File: src/rtl/if_pd_fetch_queue.sv
// if_pd_fetch_queue: DEPTH-entry IF->PD fetch packet queue with valid/ready flow control,
// delay-slot tagging across entries, whole-queue flush and a registered mispredict flag.
module if_pd_fetch_queue #(
    parameter int DEPTH = 4,
    parameter int PAYLOAD_W = 72,
    localparam int CNT_W = $clog2(DEPTH) + 1
) (
    input  logic                 clk,
    input  logic                 resetn,
    input  logic                 refresh,
    input  logic                 ex_af_bp_fail,
    input  logic                 in_valid,
    output logic                 in_ready,
    input  logic [31:0]          in_pc,
    input  logic                 in_branch,
    input  logic [PAYLOAD_W-1:0] in_payload,
    output logic                 out_valid,
    input  logic                 out_ready,
    output logic [31:0]          out_pc,
    output logic [31:0]          out_pc_8,
    output logic                 out_bd,
    output logic [PAYLOAD_W-1:0] out_payload,
    output logic                 out_fail_flushed,
    output logic [CNT_W-1:0]     count
);
    localparam int PTR_W = $clog2(DEPTH);
    localparam int ENT_W = 33 + PAYLOAD_W;

    logic [ENT_W-1:0] mem_q [DEPTH];
    logic [PTR_W-1:0] wr_ptr_q, wr_ptr_d, rd_ptr_q, rd_ptr_d;
    logic [CNT_W-1:0] count_q, count_d;
    logic             last_branch_q, last_branch_d, fail_q;
    logic             push, pop;
    logic [ENT_W-1:0] head;

    assign in_ready  = count_q != CNT_W'(DEPTH);
    assign out_valid = count_q != '0;
    assign push      = in_valid && in_ready && !refresh;
    assign pop       = out_valid && out_ready && !refresh;

    always_comb begin
        wr_ptr_d      = refresh ? '0 : wr_ptr_q + PTR_W'(push);
        rd_ptr_d      = refresh ? '0 : rd_ptr_q + PTR_W'(pop);
        count_d       = refresh ? '0 : count_q + CNT_W'(push) - CNT_W'(pop);
        last_branch_d = refresh ? 1'b0 : (push ? in_branch : last_branch_q);
    end

    // Array is never cleared; stale entries stay hidden behind count.
    always_ff @(posedge clk) begin
        if (push) mem_q[wr_ptr_q] <= {in_pc, last_branch_q, in_payload};
    end

    always_ff @(posedge clk or negedge resetn) begin
        if (!resetn) begin
            wr_ptr_q      <= '0;
            rd_ptr_q      <= '0;
            count_q       <= '0;
            last_branch_q <= 1'b0;
            fail_q        <= 1'b0;
        end else begin
            wr_ptr_q      <= wr_ptr_d;
            rd_ptr_q      <= rd_ptr_d;
            count_q       <= count_d;
            last_branch_q <= last_branch_d;
            fail_q        <= ex_af_bp_fail;
        end
    end

    assign head             = out_valid ? mem_q[rd_ptr_q] : '0;
    assign out_pc           = head[ENT_W-1 -: 32];
    assign out_bd           = head[PAYLOAD_W];
    assign out_payload      = head[PAYLOAD_W-1:0];
    assign out_pc_8         = out_pc + 32'd8;
    assign out_fail_flushed = fail_q;
    assign count            = count_q;
endmodule

File: config.mk
export PLATFORM = sky130hd
export DESIGN_NAME = if_pd_fetch_queue
export DESIGN_NICKNAME = d
export VERILOG_FILES = /design/src/rtl/if_pd_fetch_queue.sv
export SDC_FILE = /design/constraint.sdc
export NUM_CORES = 1
export LEC_CHECK = 0
export BUFFER_PORTS_ARGS = -buffer_cell sky130_fd_sc_hd__buf_2
export CELL_PAD_IN_SITES_DETAIL_PLACEMENT = 0
export CELL_PAD_IN_SITES_GLOBAL_PLACEMENT = 2
export CORE_AREA = 5 5 215 217
export CTS_CLUSTER_DIAMETER = 30
export DETAILED_ROUTE_END_ITERATION = 6
export DIE_AREA = 0 0 220 222
export GPL_ROUTABILITY_DRIVEN = 0
export GPL_TIMING_DRIVEN = 0
export HOLD_SLACK_MARGIN = 0.1
export PLACE_DENSITY = 0.8
export SYNTH_ARGS = -nofsm -noshare
export SYNTH_HDL_FRONTEND = slang
export SYNTH_SLANG_ARGS = --single-unit
File: constraint.sdc
create_clock -name clk -period 9.1 [get_ports clk]
set_input_delay 0.91 -clock clk [delete_from_list [all_inputs] [get_ports clk]]
set_output_delay 0.91 -clock clk [all_outputs]
set_load 0.02 [all_outputs]
-- Word level (Yosys, flattened, before mapping)
Memory sizes are Yosys's and may differ from the RTL's.
Index checks and enable logic that the tools add are counted.
- latch bits: 0
- logic and storage cells: 27
- bits of input ports: 111
- memories kept: 1
- bits in registers: 9
- RAM bits: 420
- memory bits (read-only): 0
- output and inout port bits: 143
- add/sub/neg operators: 5
- bitwise operators: 0
- muxes and demuxes: 8
- $lt $le $gt $ge: 0
- reduce and logical (&&, ||, !) cells: 7
- div/mod/pow operators: 0
- multipliers: 0
- shift-type cells: 0
- equal/unequal tests: 1
- memories (memory ; depth ; width ; rd ports ; clocked after memory_dff ; wr ports ; line ; source):
    mem_q ; 4 ; 105 ; 1 ; 0 ; 1 ; 29 ; logic [ENT_W-1:0] mem_q [DEPTH];
- operators by type and width (operator ; number):
    105-bit 2-to-1 mux ; 1
    32-bit by 4-bit adder with 32-bit output (second input constant) ; 1
    2-bit by 1-bit adder with 2-bit output ; 2
    1-bit logical AND ; 4
    1-bit 2-to-1 mux ; 4
    2-bit 2-to-1 mux ; 2
    3-bit by 1-bit adder with 3-bit output ; 1
    3-bit 2-to-1 mux ; 1
    3-bit inequality test (second input constant) ; 1
    3-bit nonzero test ; 1
    3-bit by 1-bit subtractor with 3-bit output ; 1
    2-bit nonzero test ; 1
    1-bit logical NOT ; 1

-- Depth between registers and ports, before layout
Gate-level depths: netlist (run 1).
- depth in word-level cells: 6
- mapped depth: 13
- depth with buffers taken out: 12

-- Worst setup path after synthesis (run 1)
OpenSTA, ideal clock, no wires.
- path type: in2reg
- start: input refresh
- end: memory mem_q[1][0] in the netlist's numbering (enable)
- slack: -0.694 ns
- stages on the path: 3
- buffers on the path: 1
- data arrival time: 9.075 ns
- required time: 8.381 ns
- setup time: 0.719 ns
- cells stage by stage: clkbuf_1 -> or2_2 -> nor3b_1
- cells in the longest elaborated chain, start to end: 4
- ends and longest elaborated chain (element ; line ; source):
    start: declaration ; 10 ; input logic refresh,
    1-bit logical NOT ; 38 ; assign push = in_valid && in_ready && !refresh;
    1-bit logical AND ; 38 ;
    1-bit 2-to-1 mux ; 50 ; if (push) mem_q[wr_ptr_q] <= {in_pc, last_branch_q, in_payload};
    1-bit 2-to-1 mux (implied by the code) ; 50 ;
    end: declaration ; 29 ;
Every way passes these cells.

-- Worst setup path after layout (run 1)
- start: register count_q[1] (netlist: count[1])
- end: output out_pc_8[31]
- cells in the longest elaborated chain, start to end: 3
- ends and longest elaborated chain (element ; line ; source):
    start: declaration ; 31 ; logic [CNT_W-1:0] count_q, count_d;
    start signal: assignment ; 63 ; count_q <= count_d;
    3-bit nonzero test ; 37 ; assign out_valid = count_q != '0;
    105-bit 2-to-1 mux ; 69 ; assign head = out_valid ? mem_q[rd_ptr_q] : '0;
    32-bit by 4-bit adder with 32-bit output ; 73 ; assign out_pc_8 = out_pc + 32'd8;
    end: declaration ; 20 ; output logic [31:0] out_pc_8,
Every way passes these cells.

==> results of run 1 <==
sequential cells by signal, summed over array words and instances, names as in the netlist:
register	cells
last_branch_q	1
wr_ptr_q	2
mem_q	420
out_fail_flushed	1
rd_ptr_q	2
count	3
layer usage:
layer	GRT usage, %	wire, um
met2	26.7	19900
met5	0	149
met4	5.13	639
met1	20.3	15800
met3	5.68	3010
power groups by stage:
| stage | Sequential [uW] | Clock (uW) | Combinational, uW |
|---|---|---|---|
| floorplan | 2330 | 0 | 959 |
| global placement | 2340 | 0 | 1550 |
| detailed placement | 2330 | 0 | 1590 |
| CTS | 2290 | 3090 | 1600 |
| global route | 2290 | 3200 | 1680 |
| finish | 2290 | 3020 | 1550 |
per-stage QoR:
step	hold WS, ns	TNS, ns	utilization (%)	power (uW)
final	0.174	0	50.9	6860
after global routing	0.169	0	50.9	7170
after CTS	0.137	0	50.9	6980
after detailed placement	0.622	0	44.5	3920
after global placement	0.605	-311.86	43.3	3890
after floorplan	0.476	0	-	3290
layout make-up:
cell class                 count  area [sq um]
tap                          592           741
clock buffer                  95          2210
timing repair buffer         275          1750
buffer                        42           206
inverter                      13          48.8
sequential                   429         12800
multi-input combinational    339          3950
antenna                        2          5.00
fill                        3598         21600
clock inverter                58           633
synthesized netlist by cell type:
master | instances | area, sq um
o2111ai_1 | 1 | 8.76
inv_1 | 13 | 48.8
xnor2_1 | 20 | 175
nor4b_4 | 1 | 23.8
and4_1 | 1 | 8.76
nor4_2 | 1 | 12.5
nor2b_1 | 3 | 18.8
and2_1 | 96 | 601
buf_1 | 2 | 7.51
buf_2 | 12 | 60.1
dfrtp_1 | 9 | 225
o211ai_1 | 1 | 7.51
nor2_1 | 19 | 71.3
nor3_1 | 6 | 30.0
edfxtp_1 | 420 | 12600
clkbuf_1 | 21 | 78.8
mux4_1 | 8 | 210
mux4_2 | 100 | 2250
nand3b_1 | 2 | 15.0
a21oi_1 | 1 | 5.00
fa_1 | 1 | 20.0
xor2_1 | 11 | 96.3
or2_2 | 1 | 6.26
nor3b_1 | 2 | 15.0
nand4_1 | 7 | 43.8
and3_1 | 3 | 18.8
ha_1 | 5 | 62.6
nand3_1 | 17 | 85.1
buf_4 | 5 | 37.5
or4_4 | 1 | 11.3
buf_6 | 2 | 22.5
o21ai_0 | 1 | 5.00
nand2_1 | 30 | 113
worst register-to-register path: stages (launching register included):
cell     delay [ns]
dfrtp_1        0.43
nor3_1         1.08
nor3b_1        0.16
ha_1           0.35
inv_1          0.06
ha_1           0.13
inv_1          0.04
fa_1           0.37
xor2_1         0.17
xnor2_1        0.14
nor2_1         0.05
worst max path at each step:
stage	from	endpoint	slack, ns	cells past startpoint
after detailed placement	count[1]	out_pc_8[31]	2.91	14
after global placement	refresh	mem_q[2][44]	-1.55	5
after global routing	count[1]	out_pc_8[31]	2.08	14
final	count[1]	out_pc_8[31]	2.57	14
after floorplan	refresh	mem_q[2][0]	2.57	5
after CTS	count[1]	out_pc_8[31]	2.25	14
logic make-up after synthesis:
kind of cell	share of synthesized area, %
DFF	75.5
and+or+nand+nor	6.31
muxes	14.5
buffers and inverters	1.50
xor gates and xnor gates	1.60
adders and majority gates	0.486
AOI/OAI and AO/OA	0.154
cell usage in the layout (no fill, tap or decap), drive strengths merged, types with 3 or more instances in the layout:
| master | instances |
|---|---|
| nand2 | 30 |
| mux4 | 108 |
| inv | 28 |
| nor3 | 6 |
| dfrtp | 9 |
| ha | 5 |
| and3 | 3 |
| buf | 296 |
| clkbuf | 116 |
| clkinvlp | 11 |
| edfxtp | 420 |
| and2 | 96 |
| nand4 | 7 |
| xor2 | 11 |
| nor2 | 19 |
| clkinv | 23 |
| nand3 | 17 |
| bufinv | 9 |
| xnor2 | 20 |
| nor2b | 3 |
==> results.cfg, run 1 <==
[power_and_ir_drop]
switching_share_pct = 29.4
seqPwrFrac_pct = 33.4
netSwitchingPower_uw = 2020
clockPowerShare_pct = 44.1
ir_worst_vdd_uv = 233
pwr-share-comb_pct = 22.6
p_leak_uw = 0.00803
powerDensity_nw_per_um2 = 307
intPower_uw = 4840

[sta]
fmax_mhz = 153
final-setup-viol-count = 0
maxSlewViolCount = 0
setup_slack_ns = 2.57
tightest_slew_ns = 1.34
final_hold_viol_count = 0
fin_crit_ns = 6.53
fin_skew_ns = 0.0176
rsz0062_at_grt = no
period_share_pct = 71.8
relSlewSlack_pct = 9.97

[placed_design]
dpl_worst_slack_ns = 2.91
placed_cells = 1690
postPlaceCellArea_sq_um = 19500
port_buffers = 252
dp_hpwl_um = 27000

[critical_path]
crit_type = reg2out
rr_startpoint = count[2]
slowest_stage = clkbuf_1
reg2reg_to = count[2]
crit_top_cell = clkbuf_1
slowest_delay_ns = 0.79
crit_path_end_kind = primary output
start_kind = flip-flop
crit_required_ns = 8.19
path_max_fanout = 10
r2r_slack_ns = 5.98
path_buf_inv = 6
arrival_ns = 5.62
cp_top_family = buffers and inverters
reg2regPathDepth = 10
path_cells = nor3_1, inv_1, buf_2, clkbuf_1, clkbuf_1, clkbuf_1, and2_1, ha_1, nand3_1, or4_4, nor4b_4, nand4_1, xnor2_1, buf_2

[route]
firstDrtPassIters = 5
drtIter0Drc = 408
drc = 0
post_drt_wl_per_cell_um = 21.4
vias = 9094
ant_nets = 0
wirelength_um = 39500
via_per_inst = 4.93

[finish]
area_delta_synth_final_pct = 31.6
final_nets = 1299
layout-drive-gt1-share_pct = 43.2
final_area_sq_um = 22400
stdcell_count = 1845

[grt]
grt_pass1_wl_um = 59600
grt_util_all_layers_pct = 16.2
overflow = 0
first_global_vias = 9783
antenna_found_initial = 13
grt_max_degree = 54

[floorplan]
rows = 77
initial_core_util_pct = 38.7
die_w_um = 220
io-pin-count = 254
die_area_sq_um = 48800
die-height_um = 222
core_area_sq_um = 43900

[synth]
synthCells = 823
ys_ff_latch = 429
synth_cell_types = 33
synth_area_per_cell_sq_um = 20.7
ys_warn_count = 0
synth_area_sq_um = 17000
synth.net_count = 940
ys_seq_area_share_pct = 75.5

[clock_tree]
numCtsBuffers = 82
holdBufCountCts = 0
cts_resized = 0
clockRootBuffer = clkbuf_16
cts_setup_buffers = 0
cts.sinks = 429
cts_max_path_buffers = 3
clk_latency_ns = 0.59
cts_tree = yes
htree_levels = 3
clk_pin_slew_ns = 0.05

[worst_hold_path]
hp-class = in2async

[status]
outcome = complete, no violations

[run]
cap_violations = 0
(Power assumes the default switching activity.)
==> inputs of run 2 (changes only) <==
--- a/config.mk
+++ b/config.mk
@@ -5,13 +5,14 @@
 export SDC_FILE = /design/constraint.sdc
 export NUM_CORES = 1
 export LEC_CHECK = 0
+export ABC_AREA = 1
 export BUFFER_PORTS_ARGS = -buffer_cell sky130_fd_sc_hd__buf_2
 export CELL_PAD_IN_SITES_DETAIL_PLACEMENT = 0
 export CELL_PAD_IN_SITES_GLOBAL_PLACEMENT = 2
-export CORE_AREA = 5 5 215 217
+export CORE_AREA = 5 5 237 239
 export CTS_CLUSTER_DIAMETER = 30
 export DETAILED_ROUTE_END_ITERATION = 6
-export DIE_AREA = 0 0 220 222
+export DIE_AREA = 0 0 242 244
 export GPL_ROUTABILITY_DRIVEN = 0
 export GPL_TIMING_DRIVEN = 0
 export HOLD_SLACK_MARGIN = 0.1
==> constraint.sdc (replaced) <==
create_clock -name clk -period 6 [get_ports clk]
set_input_delay 0.6 -clock clk [delete_from_list [all_inputs] [get_ports clk]]
set_output_delay 0.6 -clock clk [all_outputs]
set_load 0.02 [all_outputs]
==> run 2 against run 1 <==
Utilization fell by 6.6 points; critical path depth stayed put; clock-buffer cell count rose by 2; routed wire length grew 33%; critical endpoint is now out_pc_8[21]; largest cell class unchanged; highest routed layer unchanged.
==> results.cfg, run 2 <==
[sta]
fin_crit_ns = 4.65
setup_tns_ns = 0
maxSlewViolCount = 0
fmax_mhz = 215
relSlewSlack_pct = 35.9
fin_skew_ns = 0.0164
rsz0062_at_grt = no
period_share_pct = 77.6
final_hold_viol_count = 0
final-setup-viol-count = 0
tightest_slew_ns = 0.957

[floorplan]
io-pin-count = 254
die-height_um = 244
initial_core_util_pct = 33.7
core_area_sq_um = 53600
die_w_um = 242
rows = 85
die_area_sq_um = 59000

[critical_path]
start_kind = flip-flop
path_max_fanout = 10
reg2reg_to = count[2]
r2r_slack_ns = 2.66
arrival_ns = 4.05
crit_type = reg2out
reg2regPathDepth = 13
rr_startpoint = count[1]
crit_required_ns = 5.40
crit_path_end_kind = primary output

[grt]
grt_max_degree = 12
antenna_found_initial = 17
grt_pass1_wl_um = 78300
overflow = 0
first_global_vias = 12900
grt_util_all_layers_pct = 17.3

[finish]
final_core_util_pct = 44.4
final_common_cell = edfxtp_1
largest_register_ffs = 420
largest-register = mem_q
mostFrequentLayoutCells = edfxtp_1 (420), nor2_1 (359), buf_2 (281)
final_nets = 2091
area_delta_synth_final_pct = 31.7
layout-drive-gt1-share_pct = 26.6
final_area_sq_um = 23800
stdcell_count = 2750

[synth]
synthCells = 1581
synth_area_per_cell_sq_um = 11.4
synth_top_area_share_pct = 69.8
async_flop_share_pct = 2.10
synth_cell_types = 30
ys_warn_count = 0
ys_seq_area_share_pct = 71.1
synth_top_cells_by_area = edfxtp_1 (70%), nor2_1 (7.5%), nand2_1 (5.3%), o21ai_0 (4.3%), a21oi_1 (2.3%)
synth.net_count = 1698
ys.flop_type = edfxtp_1
synth_most_common_cell = edfxtp_1
synth_area_sq_um = 18100
synth_common_cells = edfxtp_1 (420), nor2_1 (359), nand2_1 (257)
synth_edf_count = 420
synth.largest_area_cell = edfxtp_1
ys_ff_latch = 429

[route]
vias = 12900
post_drt_wl_per_cell_um = 19.1
via_per_inst = 4.70
firstDrtPassIters = 7
drtIter0Drc = 780
drc = 0
wirelength_um = 52500
ant_nets = 0

[clock_tree]
clk_pin_slew_ns = 0.05
cts.sinks = 429
clockRootBuffer = clkbuf_16
cts_max_path_buffers = 3
cts_tree = yes
clk_latency_ns = 0.60
numCtsBuffers = 87
htree_levels = 3
cts_setup_buffers = 0

[placed_design]
postPlaceCellArea_sq_um = 20800
placed_cells = 2579
dp_hpwl_um = 37000
port_buffers = 252

[worst_hold_path]
hold_start = in_payload[38]
min_to = mem_q[2][38]
min_path_cells = 1
hp-class = in2reg

[power_and_ir_drop]
p_leak_uw = 0.00930
p_total_uw = 11700
ir_worst_vdd_uv = 288
powerDensity_nw_per_um2 = 490

[status]
outcome = complete, no violations

[run]
cap_violations = 0
[run 2: changes by cell type after synthesis, sizes merged, moves of 3 or more]
cell / delta
xor2: +3
nand3: +61
xnor2: -17
clkbuf: +3
and2: -96
buf: +43
a21oi: +81
nand2: +232
o21ai: +156
nor2b: -3
nor2: +371
inv: +43
mux4: -108
[run 2: critical path, stage by stage (launching register included)]
cell and delay, ns:
dfrtp_1 0.42, inv_2 0.10, nand3_2 0.19, inv_2 0.20, buf_2 0.43, buf_1 0.62
a21oi_1 0.15, ha_1 0.29, nand3_1 0.17, nor2_2 0.10, nand2_1 0.18, nor2_2 0.09
nand2_1 0.09, xor2_1 0.20, buf_2 0.21
[run 2: timing repair]
action	4_1_cts	5_1_grt
resized for setup	0	0
hold endpoints to repair	10	0
hold buffers	2	0
[run 2: through the flow]
| stage | worst slack (ns) | hold WS, ns |
|---|---|---|
| floorplan | -2.95 | 0.304 |
| global placement | -9.69 | 0.468 |
| detailed placement | 1.90 | 0.474 |
| CTS | 1.25 | 0.173 |
| global route | 0.967 | 0.187 |
| finish | 1.35 | 0.211 |
[run 2: worst max-delay path by stage]
stage	endpoint	depth (start not counted)	slack [ns]	start
after floorplan	mem_q[0][0]	6	-2.95	count[1]
after global placement	mem_q[0][41]	4	-9.69	refresh
after detailed placement	out_pc_8[21]	14	1.90	count[1]
after CTS	out_pc_8[21]	14	1.25	count[1]
after global routing	out_pc_8[21]	14	0.97	count[1]
final	out_pc_8[21]	14	1.35	count[1]
[run 2: layout make-up]
cell class	instances	area (sq um)
inverters	56	215
plain buffers	88	503
well taps	696	871
multi-input cells	1008	4520
diodes	9	22.5
repair buffers	304	1830
clock buffers	97	2280
clock inverters	63	696
fillers	5032	29800
flip-flops and latches	429	12800
[run 2: cells by family (layout without fill, tap and decap cells)]
family / after synthesis / count (layout) / share of synthesized area (%)
other cells: 0 / 9 / 0
buf+inv: 144 / 608 / 3.98
compound gates: 241 / 241 / 6.73
fa+ha+maj: 6 / 6 / 0.457
flops: 429 / 429 / 71.1
xor+xnor: 17 / 17 / 0.825
simple gates: 744 / 744 / 16.9
[run 2: power by group]
part	total [uW]	internal, uW	switching [uW]	leakage (uW)
clock	4780	3250	1540	0.00144
combinational	3370	933	2440	0.00393
sequential	3500	3460	40.9	0.00393
total	11700	7640	4020	0.00930
[run 2: per-layer routing]
metal / routed length, um / track usage, %
met5: 86 / 0
met4: 1260 / 6.45
met3: 3890 / 5.22
met2: 25300 / 29.0
met1: 21900 / 21.3
